### config.mk
export PLATFORM = sky130hd
export DESIGN_NAME = bcd_to_bin_converter
export DESIGN_NICKNAME = d
export VERILOG_FILES = /design/src/rtl/bcd_pkg.sv /design/src/rtl/bcd_sub3_adjust.sv /design/src/rtl/bcd_to_bin_converter.sv
export SDC_FILE = /design/constraint.sdc
export NUM_CORES = 1
export LEC_CHECK = 0
export ABC_AREA = 1
export BUFFER_PORTS_ARGS = -buffer_cell sky130_fd_sc_hd__buf_2
export CAP_MARGIN = 20
export CORE_MARGIN = 2
export CORE_UTILIZATION = 25
export DETAILED_ROUTE_END_ITERATION = 8
export GPL_ROUTABILITY_DRIVEN = 0
export HOLD_SLACK_MARGIN = 0.12
export PLACE_DENSITY = 0.46
export SYNTH_ARGS = -nofsm -noshare
export SYNTH_HDL_FRONTEND = slang
export SYNTH_SLANG_ARGS = --single-unit
### constraint.sdc
create_clock -name clk -period 1.51 [get_ports clk]
set_clock_uncertainty 0.1 [all_clocks]
set_input_delay 0.302 -clock clk [delete_from_list [all_inputs] [get_ports clk]]
set_output_delay 0.302 -clock clk [all_outputs]
set_load 0.02 [all_outputs]
### src/rtl/bcd_pkg.sv
// Shared BCD definitions: digit width, display glyph codes, and converter FSM states.
// Latency: n/a (constants and types only).
// Backpressure: n/a.
package bcd_pkg;

  localparam int BCD_WIDTH = 4;

  // Non-numeric glyph codes shared with the font ROM and display path
  localparam logic [3:0] BCD_MINUS = 4'hA;
  localparam logic [3:0] BCD_BLANK = 4'hB;

  typedef enum logic [1:0] {
    IDLE  = 2'd0,
    SHIFT = 2'd1,
    DONE  = 2'd2
  } conv_state_t;

  // A BCD digit is only legal in the range 0..9
  function automatic logic digit_invalid(input logic [3:0] d);
    return d > 4'd9;
  endfunction

endpackage

### src/rtl/bcd_sub3_adjust.sv
// Per-digit correction for reverse double-dabble: digits that reach 8+ after a shift lose 3.
// Latency: combinational.
// Backpressure: n/a.
module bcd_sub3_adjust (
  input  logic [3:0] digit_in,
  output logic [3:0] digit_out
);

  // A digit >= 8 after a right shift carried a half-ten from above; remove the excess
  always_comb begin
    digit_out = (digit_in >= 4'd8) ? (digit_in - 4'd3) : digit_in;
  end

endmodule

### src/rtl/bcd_to_bin_converter.sv
// Signed BCD to two's-complement binary by reverse double-dabble, one bit per clock.
// Latency: result valid BIN_WIDTH edges after the accepting edge (BIN_WIDTH+1 counting it).
// Backpressure: result held while out_ready=0; no new word accepted until the result is taken.
module bcd_to_bin_converter
  import bcd_pkg::*;
#(
  parameter int DIGITS    = 4,
  parameter int BIN_WIDTH = DIGITS * 4
) (
  input  logic                    clk,
  input  logic                    rst,
  input  logic                    in_valid,
  output logic                    in_ready,
  input  logic [DIGITS*4-1:0]     in_bcd,
  input  logic                    in_neg,
  output logic                    out_valid,
  input  logic                    out_ready,
  output logic [BIN_WIDTH-1:0]    out_data,
  output logic                    out_err
);

  localparam int BCD_W = DIGITS * BCD_WIDTH;
  localparam int SR_W  = BCD_W + BIN_WIDTH;
  localparam int CNT_W = $clog2(BIN_WIDTH);

  conv_state_t          state, state_nxt;
  logic [SR_W-1:0]      sr;
  logic [SR_W-1:0]      sr_shift;
  logic [SR_W-1:0]      sr_step;
  logic [CNT_W-1:0]     cnt;
  logic                 neg_q;
  logic                 err_q;
  logic                 in_digit_err;
  logic                 last_step;
  logic [BIN_WIDTH-1:0] bin_step;

  // Shift first, then correct every BCD digit of the shifted value in parallel
  assign sr_shift = sr >> 1;
  assign sr_step[BIN_WIDTH-1:0] = sr_shift[BIN_WIDTH-1:0];

  for (genvar i = 0; i < DIGITS; i++) begin : g_adj
    bcd_sub3_adjust u_adj (
      .digit_in  (sr_shift[BIN_WIDTH + i*BCD_WIDTH +: BCD_WIDTH]),
      .digit_out (sr_step [BIN_WIDTH + i*BCD_WIDTH +: BCD_WIDTH])
    );
  end

  assign bin_step  = sr_step[BIN_WIDTH-1:0];
  assign last_step = (cnt == CNT_W'(BIN_WIDTH - 1));

  // Flag the incoming word if any of its digits is outside 0..9
  always_comb begin
    in_digit_err = 1'b0;
    for (int i = 0; i < DIGITS; i++) begin
      if (digit_invalid(in_bcd[i*BCD_WIDTH +: BCD_WIDTH])) in_digit_err = 1'b1;
    end
  end

  // Next-state and handshake outputs; DONE never bypasses back to an accept
  always_comb begin
    state_nxt = state;
    in_ready  = 1'b0;
    out_valid = 1'b0;
    case (state)
      IDLE: begin
        in_ready = 1'b1;
        if (in_valid) state_nxt = SHIFT;
      end
      SHIFT: begin
        if (last_step) state_nxt = DONE;
      end
      DONE: begin
        out_valid = 1'b1;
        if (out_ready) state_nxt = IDLE;
      end
      default: state_nxt = IDLE;
    endcase
  end

  // State register; reset aborts any conversion in flight
  always_ff @(posedge clk) begin
    if (rst) state <= IDLE;
    else     state <= state_nxt;
  end

  // Datapath: load on accept, step while shifting, latch the signed result on the last step
  always_ff @(posedge clk) begin
    if (rst) begin
      sr       <= '0;
      neg_q    <= 1'b0;
      err_q    <= 1'b0;
      cnt      <= '0;
      out_data <= '0;
      out_err  <= 1'b0;
    end else begin
      case (state)
        IDLE: begin
          if (in_valid) begin
            sr    <= {in_bcd, {BIN_WIDTH{1'b0}}};
            neg_q <= in_neg;
            err_q <= in_digit_err;
            cnt   <= '0;
          end
        end
        SHIFT: begin
          sr  <= sr_step;
          cnt <= cnt + CNT_W'(1);
          if (last_step) begin
            if (err_q) begin
              out_data <= '0;
              out_err  <= 1'b1;
            end else begin
              // Negating zero gives zero, so "-0" needs no special case
              out_data <= neg_q ? (-bin_step) : bin_step;
              out_err  <= 1'b0;
            end
          end
        end
        default: ;
      endcase
    end
  end

endmodule

Word level (Yosys, flattened, before mapping)
Index checks and enable logic that the tools add are counted.
- input bits: 21
- logic and storage cells: 54
- bits in registers: 57
- equality and inequality tests: 6
- $lt $le $gt $ge: 8
- add/subtract/negate cells: 6
- reduce and logical (&&, ||, !) cells: 6
- mux-type cells: 21
- operators with widths (kind ; number):
    one-hot mux 32 bit (2 select lines) ; 1
    2-to-1 mux 16 bit ; 2
    2-to-1 mux 32 bit ; 1
    2-to-1 mux 4 bit ; 5
    greater-than comparator 4 bit (second input constant) ; 4
    negator 16 bit ; 1
    greater-or-equal comparator 4 bit (second input constant) ; 3
    subtractor 4 x 2 -> 4 bit (second input constant) ; 3
    one-hot mux 4 bit (2 select lines) ; 1
    2-to-1 mux 1 bit ; 7
    2-to-1 mux 2 bit ; 3
    != test 2 bit (second input constant) ; 3
    one-hot mux 2 bit (3 select lines) ; 1
    AND reduction 2 bit ; 3
    adder 4 x 1 -> 4 bit (second input constant) ; 1
    == test 4 bit (second input constant) ; 1
    greater-or-equal comparator 3 x 4 -> 1 bit (second input constant) ; 1
    subtractor 3 x 2 -> 4 bit (second input constant) ; 1
    AND reduction 3 bit ; 1
    == test 2 x 1 -> 1 bit (second input constant) ; 1
    == test 2 bit (second input constant) ; 1
    logical NOT 2 bit ; 1
    nonzero test 2 bit ; 1

Longest topological paths before layout
Gate-level depths: netlist of run 1.
- depth in word-level cells: 5
- depth in mapped cells: 9

Hierarchy
Synthesis of run 1 repeated with hierarchy kept, for this count alone.
- cell total of the unflattened synthesis: 445
- area, all modules: 3074.2 um2
- modules (own cells, without submodules) (module ; cells an instance ; times used ; sequential area each (um2) ; area each (um2)):
    bcd_to_bin_converter ; 381 ; 1 ; 1121.1 ; 2718.9
    bcd_sub3_adjust ; 16 ; 4 ; 0.0 ; 88.8

Least setup slack after synthesis of run 1
OpenSTA, ideal clock, no wires.
- path kind: reg-to-reg
- from: register state[1]
- to: register sr[26]
- data arrival time: 1287 ps
- data required time: 1339 ps
- clock period less this slack: 1458 ps
- stages on the path, launching flop included: 9
- setup slack: 52 ps
- setup time: 71 ps
- cell sequence: dfxtp_1 nor2_2 nand2_2 inv_4 nor2_8 inv_6 buf_6 o221ai_2 a21oi_1
- longest elaborated chain between the ends: 3
- elaborated cells on any way between the ends: 6
- classes of those cells: eq/ne (2); mux (1); reduce/logical (3)
- ends and longest elaborated chain (what ; RTL line ; text):
    start: declaration ; bcd_to_bin_converter.sv:26 ; conv_state_t state, state_nxt;
    start signal: assignment ; bcd_to_bin_converter.sv:83 ; else state <= state_nxt;
    == test 2 x 1 -> 1 bit / logical NOT 2 bit (equally long branches) ; bcd_to_bin_converter.sv:96 ; case (state)
    nonzero test 2 bit (no source line) / != test 2 bit (equally long branches) ; n/a ;
    AND reduction 2 bit (no source line) ; n/a ;
    end signal: assignment ; bcd_to_bin_converter.sv:99 ; sr <= {in_bcd, {BIN_WIDTH{1'b0}}};
    end signal: assignment ; bcd_to_bin_converter.sv:106 ; sr <= sr_step;
    end: declaration ; bcd_to_bin_converter.sv:27 ; logic [SR_W-1:0] sr;
Several ways; a longest one is shown, not always the timed one.
A chain may end at the register's enable or synchronous reset.

Worst setup path after layout of run 1
- from: register state[1]
- to: register out_data[6]
- longest elaborated chain between the ends: 2
- ends and longest elaborated chain (what ; RTL line ; text):
    == test 2 x 1 -> 1 bit ; bcd_to_bin_converter.sv:96 ;
    AND reduction 2 bit (no source line) ; n/a ;
    end signal: assignment ; bcd_to_bin_converter.sv:114 ; out_data <= neg_q ? (-bin_step) : bin_step;
    end: declaration ; bcd_to_bin_converter.sv:18 ; output logic [BIN_WIDTH-1:0] out_data,
No other way between the ends.

==> results.txt, run 1 <==
drt total wl: 7252 um
gr usage total: 11.82%
Yosys reg bits: 56
Critical Path RT: 1.64 ns
critical path buffer and inverter count: 4
endpoints failing setup: 0
largest incremental delay on the critical path: 0.33 ns
cell taking the most area after synthesis: sky130_fd_sc_hd__dfxtp_1
final global-route overflow total: 0
Starting Density: 25.41%
minimum hold slack: 0.1622 ns
crit path max fanout: 5
portion of the post-synthesis area used by sequential elements: 38.97%
element type at the critical path end: register
total clock sinks: 56
Hold Crit Class: in -> reg
post-route clock period utilization: 97.86%
count of unique library cells instantiated by Yosys: 36
total power divided by cell area: 880.9 nW/um^2
net count of the mapped netlist: 425
height of the die: 111.3 um
Port Buffers: 39
latest clock arrival within the worst-skew pair: 0.29 ns
clock tree from TritonCTS: built
library cell used as clock root buffer: sky130_fd_sc_hd__clkbuf_16
simple-gate share of the synthesized area: 27.36%
number of nets in the layout: 480
Die W: 111.3 um
clock period minus worst slack: 1.478 ns
launching element type of the critical path: register
reg-to-reg setup timing slack: 0.03 ns
max_cap viols: 0
category of the most critical setup path: reg -> reg
synthesized area per cell: 7.264 um^2
area fraction of the dominant cell type after synthesis: 38.97%
clock slew seen by the registers of the worst setup and hold paths: 0.07 ns
number of enable-type register cells in the synthesized netlist: 0
Syn. warnings: 0
Vias/cell: 4.573
number of placed instances with taps included: 583
signal arrival time at the worst endpoint: 1.61 ns
dominant cells by area after synthesis: sky130_fd_sc_hd__dfxtp_1 (39%), sky130_fd_sc_hd__nand2_1 (14%), sky130_fd_sc_hd__a21oi_1 (8.9%), sky130_fd_sc_hd__o21ai_0 (4.5%), sky130_fd_sc_hd__inv_1 (3.8%)
fraction of layout instances using a drive strength above 1: 25.88%
number of design-rule violations left by the first detailed-router iteration: 91
number of global-route vias before repair: 2628
static leakage power: 1.511 nW
maximum vdd drop: 0.3829 mV
remaining routing DRC violations: 0
status: complete, no violations
synthesized area: 2877 um^2
setup repair after global routing missed its margin: true
final antenna-violating net count: 0
Achievable Freq: 676.7 MHz
Syn Inst Count: 396
pin slew with the least headroom to its limit: 0.3354 ns
adder-cell area share of the yosys netlist: 3.480%
total iterations of the first detailed-routing run: 4
critical path, cell by cell: inv_2, nand2_2, buf_4, nor2_4, inv_4, nor2_8, clkbuf_16, nand3_2, a21oi_2
headroom to the max-slew limit: 77.61%
mux share of post-synthesis cell area: 0%
global-route wire length before repair: 12150 um
# hold bufs at CTS: 0
largest family of logic cells by synthesized area: simple AND/OR/NAND/NOR gates
Top FF cell, synth: sky130_fd_sc_hd__dfxtp_1
average wire per standard cell: 12.19 um
share of flip-flops with an asynchronous set or reset: 0%
placed wire-length estimate after detailed placement: 5194 um
family with the most delay on the worst path: buffers and inverters
library cell contributing the largest single delay on the critical path: sky130_fd_sc_hd__dfxtp_2
Die Footprint: 12380 um^2
vias after detailed routing: 2721
post-synthesis share of cell area spent on xor and xnor gates: 0.6090%
core footprint: 11320 um^2
number of max-slew violations in the final report: 0
total power: 3.187 mW
final hold viol count: 0
post-layout instance count excluding filler cells: 595
floorplan row count: 39
Num CTS Buffers: 5
CTS H-tree lvls: 2
largest net degree at the start of global routing: 26
compound-gate portion of the synthesized area: 21.14%
total I/O pin count: 40
Max Root-Sink Buffers: 2
growth of design area from synthesis to finish: 25.79%
number of antenna violations at the first check in global routing: 0
n_diodes: 0
## cells by family after synthesis
logic type / count (synthesis)
AND/OR/NAND/NOR: 174
AO/OA/AOI/OAI: 103
XOR/XNOR: 2
buffers and inverters: 53
adder cells (fa/ha/maj): 8
flip-flops: 56
## cell usage in the layout, fill, tap and decap left out, types with 4 or more instances in the layout
cell type                   Yosys  final
sky130_fd_sc_hd__o21ai_0       26     26
sky130_fd_sc_hd__o211ai_1       4      4
sky130_fd_sc_hd__inv_1         29     29
sky130_fd_sc_hd__nand2_2        2      4
sky130_fd_sc_hd__nand3_2        6      9
sky130_fd_sc_hd__a31oi_1        4      4
sky130_fd_sc_hd__a21oi_2        7      9
sky130_fd_sc_hd__clkbuf_16      0      6
sky130_fd_sc_hd__buf_4          2     23
sky130_fd_sc_hd__dfxtp_2        0      5
sky130_fd_sc_hd__nand2_1      110    109
sky130_fd_sc_hd__nor2_1        25     24
sky130_fd_sc_hd__a21oi_1       51     49
sky130_fd_sc_hd__dfxtp_1       56     51
sky130_fd_sc_hd__buf_2          6     39
sky130_fd_sc_hd__nand3_1       18     13
sky130_fd_sc_hd__ha_1           8      7
## metal layers
layer	track usage [%]	wire [um]	up-vias
met2	20.45	3450	43
li1	-	-	1421
met3	2.406	258	10
met5	0	0	-
met1	14.80	3436	1247
met4	3.539	106	0
## metrics by stage
step	instance area, um^2	TNS, ns	util (%)	setup WS [ns]
2_1_floorplan	2877	0	-	0.05214
3_3_place_gp	3347	0	29.56	0.04247
3_5_place_dp	3347	0	29.56	0.007186
4_1_cts	3498	0	30.90	0.01448
5_1_grt	3618	-0.4774	31.96	-0.04875
6_report	3618	0	31.96	0.03224
## power breakdown
group | switching [mW] | internal, mW
logic | 0.247 | 0.160
registers | 0.0576 | 1.53
clock network | 0.528 | 0.664
total | 0.832 | 2.36
## synthesized netlist by cell type, drive strengths merged, types with 3 or more instances
| master | count |
|---|---|
| a21oi | 58 |
| a31oi | 4 |
| buf | 10 |
| clkbuf | 8 |
| dfxtp | 56 |
| ha | 8 |
| inv | 35 |
| nand2 | 112 |
| nand3 | 24 |
| nand3b | 3 |
| nor2 | 29 |
| nor3 | 3 |
| o211ai | 4 |
| o21ai | 29 |
| o221ai | 5 |
## cell type report
type,count,area [um^2]
inverter,35,141.4
clock buffer,8,146.4
fill,1241,7702
tap,143,178.9
multi-input combinational,288,1592
timing repair buffer,65,432.9
sequential,56,1127
## timing repair
action / 4_1_cts / 5_1_grt
gates resized for setup: 1 / 19
pin swaps: 0 / 4
gates cloned: 0 / 2
setup endpoints to repair: 5 / 25
buffers inserted: 0 / 2
## sequential cells by signal (all words and copies together), names as in the netlist
name      cells
sr           31
out_err       1
state         2
out_data     16
cnt           4
err_q         1
neg_q         1
## worst register-to-register path, stage by stage (launching register included)
cell,delay (ns)
sky130_fd_sc_hd__dfxtp_2,0.33
sky130_fd_sc_hd__inv_2,0.05
sky130_fd_sc_hd__nand2_2,0.07
sky130_fd_sc_hd__buf_4,0.16
sky130_fd_sc_hd__nor2_4,0.13
sky130_fd_sc_hd__inv_4,0.06
sky130_fd_sc_hd__nor2_8,0.16
sky130_fd_sc_hd__clkbuf_16,0.18
sky130_fd_sc_hd__nand3_2,0.08
sky130_fd_sc_hd__a21oi_2,0.11
## final timing paths
kind / start / end / cells past startpoint
worst max-delay path: state[1] / out_data[6] / 9
worst min-delay path: out_ready / state[1] / 4
worst max register to register: state[1] / out_data[6] / 9
worst min register to register: out_data[8] / out_data[8] / 2
(Power assumes the default switching activity.)
==> run 2: changes to the inputs <==
--- a/config.mk
+++ b/config.mk
@@ -13,7 +13,7 @@
 export DETAILED_ROUTE_END_ITERATION = 8
 export GPL_ROUTABILITY_DRIVEN = 0
 export HOLD_SLACK_MARGIN = 0.12
-export PLACE_DENSITY = 0.46
+export PLACE_DENSITY = 0.44
 export SYNTH_ARGS = -nofsm -noshare
 export SYNTH_HDL_FRONTEND = slang
 export SYNTH_SLANG_ARGS = --single-unit
==> constraint.sdc (replaced) <==
create_clock -name clk -period 1.7 [get_ports clk]
set_clock_uncertainty 0.1 [all_clocks]
set_input_delay 0.34 -clock clk [delete_from_list [all_inputs] [get_ports clk]]
set_output_delay 0.34 -clock clk [all_outputs]
set_load 0.02 [all_outputs]
==> results.txt, run 2 (same netlist as run 1, synthesis figures left out) <==
status: complete, no violations
floorplan row count: 39 (unchanged)
placed wire-length estimate after detailed placement: 5063 um (-2.5%)
CTS H-tree lvls: 2 (unchanged)
critical path buffer and inverter count: 2 (-2)
Die W: 111.3 um (unchanged)
Hold Crit Class: in -> reg
setup TNS after final layout: 0 ns (unchanged)
Achievable Freq: 660.2 MHz (-2.4%)
headroom to the max-slew limit: 66.23% (-11 points)
endpoints failing setup: 0 (unchanged)
core footprint: 11320 um^2 (unchanged)
library cell contributing the largest single delay on the critical path: sky130_fd_sc_hd__dfxtp_1
critical path, cell by cell: nand2_2, inv_2, buf_4, nand2_1, a21oi_1
clock slew seen by the registers of the worst setup and hold paths: 0.07 ns (about the same)
max_cap viols: 0 (unchanged)
vias after detailed routing: 2641 (-2.9%)
drt total wl: 7069 um (-2.5%)
library cell used as clock root buffer: sky130_fd_sc_hd__clkbuf_16
largest net degree at the start of global routing: 26 (unchanged)
crit path max fanout: 19 (+14)
clock period minus worst slack: 1.515 ns (+0.03699 ns)
minimum hold slack: 0.2158 ns (+0.05364 ns)
Top Registers: sr x31, out_data x16, cnt x4
number of nets in the layout: 463 (-3.5%)
fraction of layout instances using a drive strength above 1: 20.46% (-5.4 points)
setup repair after global routing missed its margin: false
average wire per standard cell: 12.23 um (+0.34%)
most common cell after layout, fill and taps aside: sky130_fd_sc_hd__nand2_1
n_diodes: 0 (unchanged)
reg-to-reg setup timing slack: 0.19 ns (+0.15 ns)
Starting Density: 25.41% (unchanged)
total power divided by cell area: 816.6 nW/um^2 (-7.3%)
height of the die: 111.3 um (unchanged)
number of design-rule violations left by the first detailed-router iteration: 133 (+46%)
total clock sinks: 56 (unchanged)
global-route wire length before repair: 12360 um (+1.7%)
Num CTS Buffers: 5 (unchanged)
final antenna-violating net count: 0 (unchanged)
Die Footprint: 12380 um^2 (unchanged)
Max Root-Sink Buffers: 2 (unchanged)
category of the most critical setup path: reg -> reg
setup fix buffers added after clock tree synthesis: 0 (unchanged)
signal arrival time at the worst endpoint: 1.64 ns (+0.03 ns)
number of global-route vias before repair: 2513 (-4.4%)
number of fill cells in the layout: 1259 (+1.5%)
number of flip-flops in the largest register: 31 (unchanged)
Largest Register: sr
gr usage total: 12.00% (+0.18 points)
final global-route overflow total: 0 (unchanged)
number of antenna violations at the first check in global routing: 0 (unchanged)
clock tree from TritonCTS: built
post-route clock period utilization: 89.10% (-8.8 points)
Placed Instance Area: 3237 um^2 (-3.3%)
element type at the critical path end: register
maximum vdd drop: 0.4401 mV (+15%)
Port Buffers: 39 (unchanged)
family with the most delay on the worst path: buffers and inverters
Critical Path RT: 1.82 ns (+0.18 ns)
largest incremental delay on the critical path: 0.37 ns (+0.04 ns)
latest clock arrival within the worst-skew pair: 0.29 ns (about the same)
total I/O pin count: 40 (unchanged)
top library cells by usage in the layout, fill and taps aside: sky130_fd_sc_hd__nand2_1 (109), sky130_fd_sc_hd__dfxtp_1 (55), sky130_fd_sc_hd__a21oi_1 (51), sky130_fd_sc_hd__buf_2 (39), sky130_fd_sc_hd__inv_1 (29)
final standard cell utilization of the core: 29.95% (-2.0 points)
growth of design area from synthesis to finish: 17.88%
final hold viol count: 0 (unchanged)
static leakage power: 1.409 nW (-6.8%)
pin slew with the least headroom to its limit: 0.5061 ns (+0.1707 ns)
Vias/cell: 4.569 (about the same)
post-route cell area: 3391 um^2 (-6.3%)
remaining routing DRC violations: 0 (unchanged)
number of max-slew violations in the final report: 0 (unchanged)
launching element type of the critical path: register
total iterations of the first detailed-routing run: 4 (unchanged)
[run 2: cell types whose count changed in the layout (fill, tap and decap cells not counted), sizes merged]
cell / change
clkinvlp: +1
clkbuf: -3
clkinv: +1
nand2: -1
buf: -15
[run 2: stage by stage]
step | setup slack, ns | instances | total power [mW]
CTS | 0.09711 | 578 | 2.820
floorplan | 0.2421 | 396 | 1.665
global route | 0.03805 | 578 | 2.920
finish | 0.1853 | 578 | 2.769
global placement | 0.1296 | 570 | 1.770
detailed placement | 0.1334 | 570 | 1.772
[run 2: final cells by class]
| cell class | count | area [um^2] | area share (%) |
|---|---|---|---|
| clock buffers | 6 | 128.9 | 3.801 |
| clock inverters | 2 | 16.27 | 0.4797 |
| inverters | 35 | 141.4 | 4.170 |
| multi-input cells | 287 | 1520 | 44.83 |
| flip-flops and latches | 56 | 1122 | 33.10 |
| well taps | 143 | 178.9 | 5.277 |
| repair buffers | 49 | 282.8 | 8.339 |
[run 2: path summary, 6_finish.rpt]
kind         startpoint     end  cells after the start
min          in_bcd[12]  sr[28]                      3
max            state[0]   sr[2]                      5
max reg2reg    state[0]   sr[2]                      5
min reg2reg      cnt[0]  cnt[0]                      1
[run 2: report_power, final]
group          leakage (nW)  internal (mW)  switching [mW]
clock network        0.0671          0.551           0.478
registers             0.456           1.36          0.0482
logic                 0.886          0.116           0.216
total                  1.41           2.03           0.742
[run 2: timing repair]
action | CTS | global route
hold buffers | 0 | 0
endpoints found under the setup margin | 0 | 12
gates resized for setup | 0 | 3
[run 2: tightest hold or removal path, stage by stage]
cell and delay [ns]:
sky130_fd_sc_hd__buf_2 0.09, sky130_fd_sc_hd__nand2_1 0.05, sky130_fd_sc_hd__a31oi_1 0.07
[run 2: metal layers]
metal | wire length (um) | GRT usage [%]
met1 | 3532 | 16.01
met2 | 3194 | 20.12
met3 | 298 | 2.734
met4 | 44 | 2.058
met5 | 0 | 0
==> run 3: changes to the inputs <==
--- a/config.mk
+++ b/config.mk
@@ -5,11 +5,11 @@
 export SDC_FILE = /design/constraint.sdc
 export NUM_CORES = 1
 export LEC_CHECK = 0
-export ABC_AREA = 1
 export BUFFER_PORTS_ARGS = -buffer_cell sky130_fd_sc_hd__buf_2
 export CAP_MARGIN = 20
 export CORE_MARGIN = 2
 export CORE_UTILIZATION = 25
+export CTS_BUF_LIST = sky130_fd_sc_hd__clkbuf_4 sky130_fd_sc_hd__clkbuf_8
 export DETAILED_ROUTE_END_ITERATION = 8
 export GPL_ROUTABILITY_DRIVEN = 0
 export HOLD_SLACK_MARGIN = 0.12
==> results.txt, run 3 <==
status: complete, no violations
portion of the post-synthesis area used by sequential elements: 41.58% (+2.6 points)
Largest Register: sr
Die W: 107.9 um (-3.1%)
length of routed met3 wiring: 401 um (+35%)
drt total wl: 6906 um (-2.3%)
post-route clock period utilization: 98.70% (+9.6 points)
Port Buffers: 39 (unchanged)
Die Footprint: 11630 um^2 (-6.0%)
total I/O pin count: 40 (unchanged)
area fraction of the dominant cell type after synthesis: 41.58% (+2.6 points)
n_diodes: 0 (unchanged)
setup repair after global routing missed its margin: true
Top FF cell, synth: sky130_fd_sc_hd__dfxtp_1
count of unique library cells instantiated by Yosys: 38 (+5.6%)
number of global-route vias before repair: 2310 (-8.1%)
uppermost signal routing layer after detailed routing: met4
synth cell count leaders: sky130_fd_sc_hd__nand2_1 (59), sky130_fd_sc_hd__dfxtp_1 (56), sky130_fd_sc_hd__nor2_1 (33)
library cell used as clock root buffer: sky130_fd_sc_hd__clkbuf_8
clock period minus worst slack: 1.678 ns (+0.1631 ns)
total iterations of the first detailed-routing run: 4 (unchanged)
core footprint: 10420 um^2 (-8.0%)
top library cells by usage in the layout, fill and taps aside: sky130_fd_sc_hd__nand2_1 (59), sky130_fd_sc_hd__dfxtp_1 (53), sky130_fd_sc_hd__buf_2 (39), sky130_fd_sc_hd__nor2_1 (33), sky130_fd_sc_hd__a21oi_1 (26)
total power divided by cell area: 715.6 nW/um^2 (-12%)
number of enable-type register cells in the synthesized netlist: 0 (unchanged)
total clock sinks: 56 (unchanged)
headroom to the max-slew limit: 63.83% (-2.4 points)
total power: 2.425 mW (-12%)
Critical Path RT: 1.80 ns (-0.02 ns)
net count of the mapped netlist: 364 (-14%)
number of cells traversed by the worst hold path: 3 (unchanged)
final global-route overflow total: 0 (unchanged)
max_cap viols: 0 (unchanged)
wire length on met1: 3288 um (-6.9%)
synthesized area: 2696 um^2 (-6.3%)
Top Registers: sr x31, out_data x16, cnt x4
Hold Crit Class: in -> reg
average wire per standard cell: 13.18 um (+7.8%)
minimum hold slack: 0.1760 ns (-0.03981 ns)
pin slew with the least headroom to its limit: 0.5402 ns (+0.03411 ns)
Num CTS Buffers: 5 (unchanged)
Post-Place Setup Slack: -0.1110 ns (-0.2444 ns)
worst min-delay path endpoint: sr[31]
most used standard cell by instance count after synthesis: sky130_fd_sc_hd__nand2_1
final hold viol count: 0 (unchanged)
Worst Min Path Start: in_bcd[15]
final antenna-violating net count: 0 (unchanged)
fraction of layout instances using a drive strength above 1: 26.03% (+5.6 points)
# hold bufs at CTS: 0 (unchanged)
cell taking the most area after synthesis: sky130_fd_sc_hd__dfxtp_1
Reg2Reg Capture Point: out_data[14]
CTS H-tree lvls: 2 (unchanged)
Syn Inst Count: 335 (-15%)
largest incremental delay on the critical path: 0.34 ns (-0.03 ns)
Yosys reg bits: 56 (unchanged)
clock tree from TritonCTS: built
remaining routing DRC violations: 0 (unchanged)
gr usage total: 11.83% (-0.16 points)
clock slew seen by the registers of the worst setup and hold paths: 0.10 ns (+0.03 ns)
post-layout instance count excluding filler cells: 524 (-9.3%)
launching element type of the critical path: register
signal arrival time at the worst endpoint: 1.78 ns (+0.14 ns)
number of max-slew violations in the final report: 0 (unchanged)
synthesized area per cell: 8.049 um^2 (+11%)
latest clock arrival within the worst-skew pair: 0.30 ns (about the same)
worst flop-to-flop path startpoint: sr[8]
number of design-rule violations left by the first detailed-router iteration: 106 (-20%)
number of antenna violations at the first check in global routing: 0 (unchanged)
critical path, cell by cell: buf_6, nor4_4, nand4_1, o31ai_2, xor2_1, o21ai_1
Vias/cell: 4.702 (+2.9%)
dominant cells by area after synthesis: sky130_fd_sc_hd__dfxtp_1 (42%), sky130_fd_sc_hd__nand2_1 (8.2%), sky130_fd_sc_hd__a21oi_1 (4.8%), sky130_fd_sc_hd__nor2_1 (4.6%), sky130_fd_sc_hd__a311oi_1 (3.9%)
number of nets in the layout: 417 (-9.9%)
element type at the critical path end: register
category of the most critical setup path: reg -> reg
crit path max fanout: 7 (-12)
final worst-path setup slack: 0.02211 ns (-0.1631 ns)
most common cell after layout, fill and taps aside: sky130_fd_sc_hd__nand2_1
floorplan row count: 37 (-5.1%)
placed wire-length estimate after detailed placement: 4729 um (-6.6%)
height of the die: 107.9 um (-3.1%)
maximum vdd drop: 0.3121 mV (-29%)
static leakage power: 1.349 nW (-4.3%)
vias after detailed routing: 2464 (-6.7%)
number of flip-flops in the largest register: 31 (unchanged)
reg-to-reg setup timing slack: 0.02 ns (-0.16 ns)
crit path launch: sr[8]
growth of design area from synthesis to finish: 25.71%
number of placed instances with taps included: 514 (-9.8%)
library cell contributing the largest single delay on the critical path: sky130_fd_sc_hd__dfxtp_2
largest net degree at the start of global routing: 42 (+62%)
FF-to-FF path depth: 6 (+1)
Syn. warnings: 0 (unchanged)
global-route wire length before repair: 11100 um (-10%)
final standard cell utilization of the core: 32.54% (+2.6 points)
Detail Route met2 WL: 3169 um (-0.78%)
Achievable Freq: 596.0 MHz (-9.7%)
endpoints failing setup: 0 (unchanged)
Starting Density: 25.89% (+0.48 points)
share of flip-flops with an asynchronous set or reset: 0% (unchanged)
Max Root-Sink Buffers: 2 (unchanged)
## run 3: cell types whose count changed in the layout (fill, tap and decap cells not counted), moves of 6 or more
cell	change
sky130_fd_sc_hd__buf_4	+16
sky130_fd_sc_hd__a21oi_1	-25
sky130_fd_sc_hd__nor2_1	+8
sky130_fd_sc_hd__xnor2_1	+6
sky130_fd_sc_hd__o21ai_0	-12
sky130_fd_sc_hd__xor2_1	+12
sky130_fd_sc_hd__nand2_1	-50
sky130_fd_sc_hd__a311oi_1	+10
sky130_fd_sc_hd__inv_1	-23
sky130_fd_sc_hd__nand2b_1	+6
sky130_fd_sc_hd__a21oi_2	-7
sky130_fd_sc_hd__nand3_2	-7
## run 3: critical path, delay by kind of cell, from the launching register on
family	cells	cell delay, ns
AND/OR/NAND/NOR	2	0.43
buffers and inverters	1	0.13
AO/OA/AOI/OAI	2	0.38
flip-flops	1	0.34
XOR/XNOR	1	0.20
## run 3: power breakdown
group | internal (mW) | switching (mW) | leakage, nW
sequential | 1.35 | 0.0471 | 0.457
clock | 0.298 | 0.413 | 0.0445
combinational | 0.135 | 0.180 | 0.847
## run 3: how the worst max path moves through the flow
| stage | endpoint | slack, ns | cells after the start |
|---|---|---|---|
| 2_1_floorplan | out_data[13] | -0.05 | 6 |
| 3_3_place_gp | out_data[13] | -0.09 | 5 |
| 3_5_place_dp | out_data[13] | -0.11 | 5 |
| 4_1_cts | out_data[9] | -0.04 | 5 |
| 5_1_grt | out_data[9] | -0.07 | 5 |
| 6_report | out_data[14] | 0.02 | 6 |
## run 3: logic make-up after synthesis
logic type	after synthesis	share of synthesized area, %
AO/OA/AOI/OAI	74	17.31
flip-flops	56	41.58
adder cells (fa/ha/maj)	8	3.712
XOR/XNOR	20	6.497
AND/OR/NAND/NOR	143	24.83
buffers and inverters	32	5.337
multiplexers	2	0.7425
## run 3: metrics by stage
stage / cell area (um^2) / setup TNS (ns)
after CTS: 3273 / -0.08133
after global placement: 3183 / -1.040
final: 3390 / 0
after detailed placement: 3183 / -1.113
after global routing: 3390 / -0.1413
after floorplan: 2696 / -0.04824
## run 3: what timing repair did
action                                  CTS  global route
cloned                                    0             1
buffers inserted                          0             2
pin swaps                                 0             5
endpoints found under the setup margin   14            15
gates resized for setup                   3            28
## run 3: final cells by class
class	instances	area, um^2
Fill cell	1150	7027
Tap cell	136	170.2
Clock buffer	6	76.32
Multi-Input combinational cell	248	1524
Inverter	8	30.03
Clock inverter	1	5.005
Sequential cell	56	1127
Timing Repair Buffer	69	456.7
## run 3: metal layers
metal / vias to the layer above / GRT usage [%]
met5: - / 0
met4: 0 / 2.930
met3: 5 / 2.542
met2: 60 / 19.05
met1: 1141 / 16.08
li1: 1258 / -
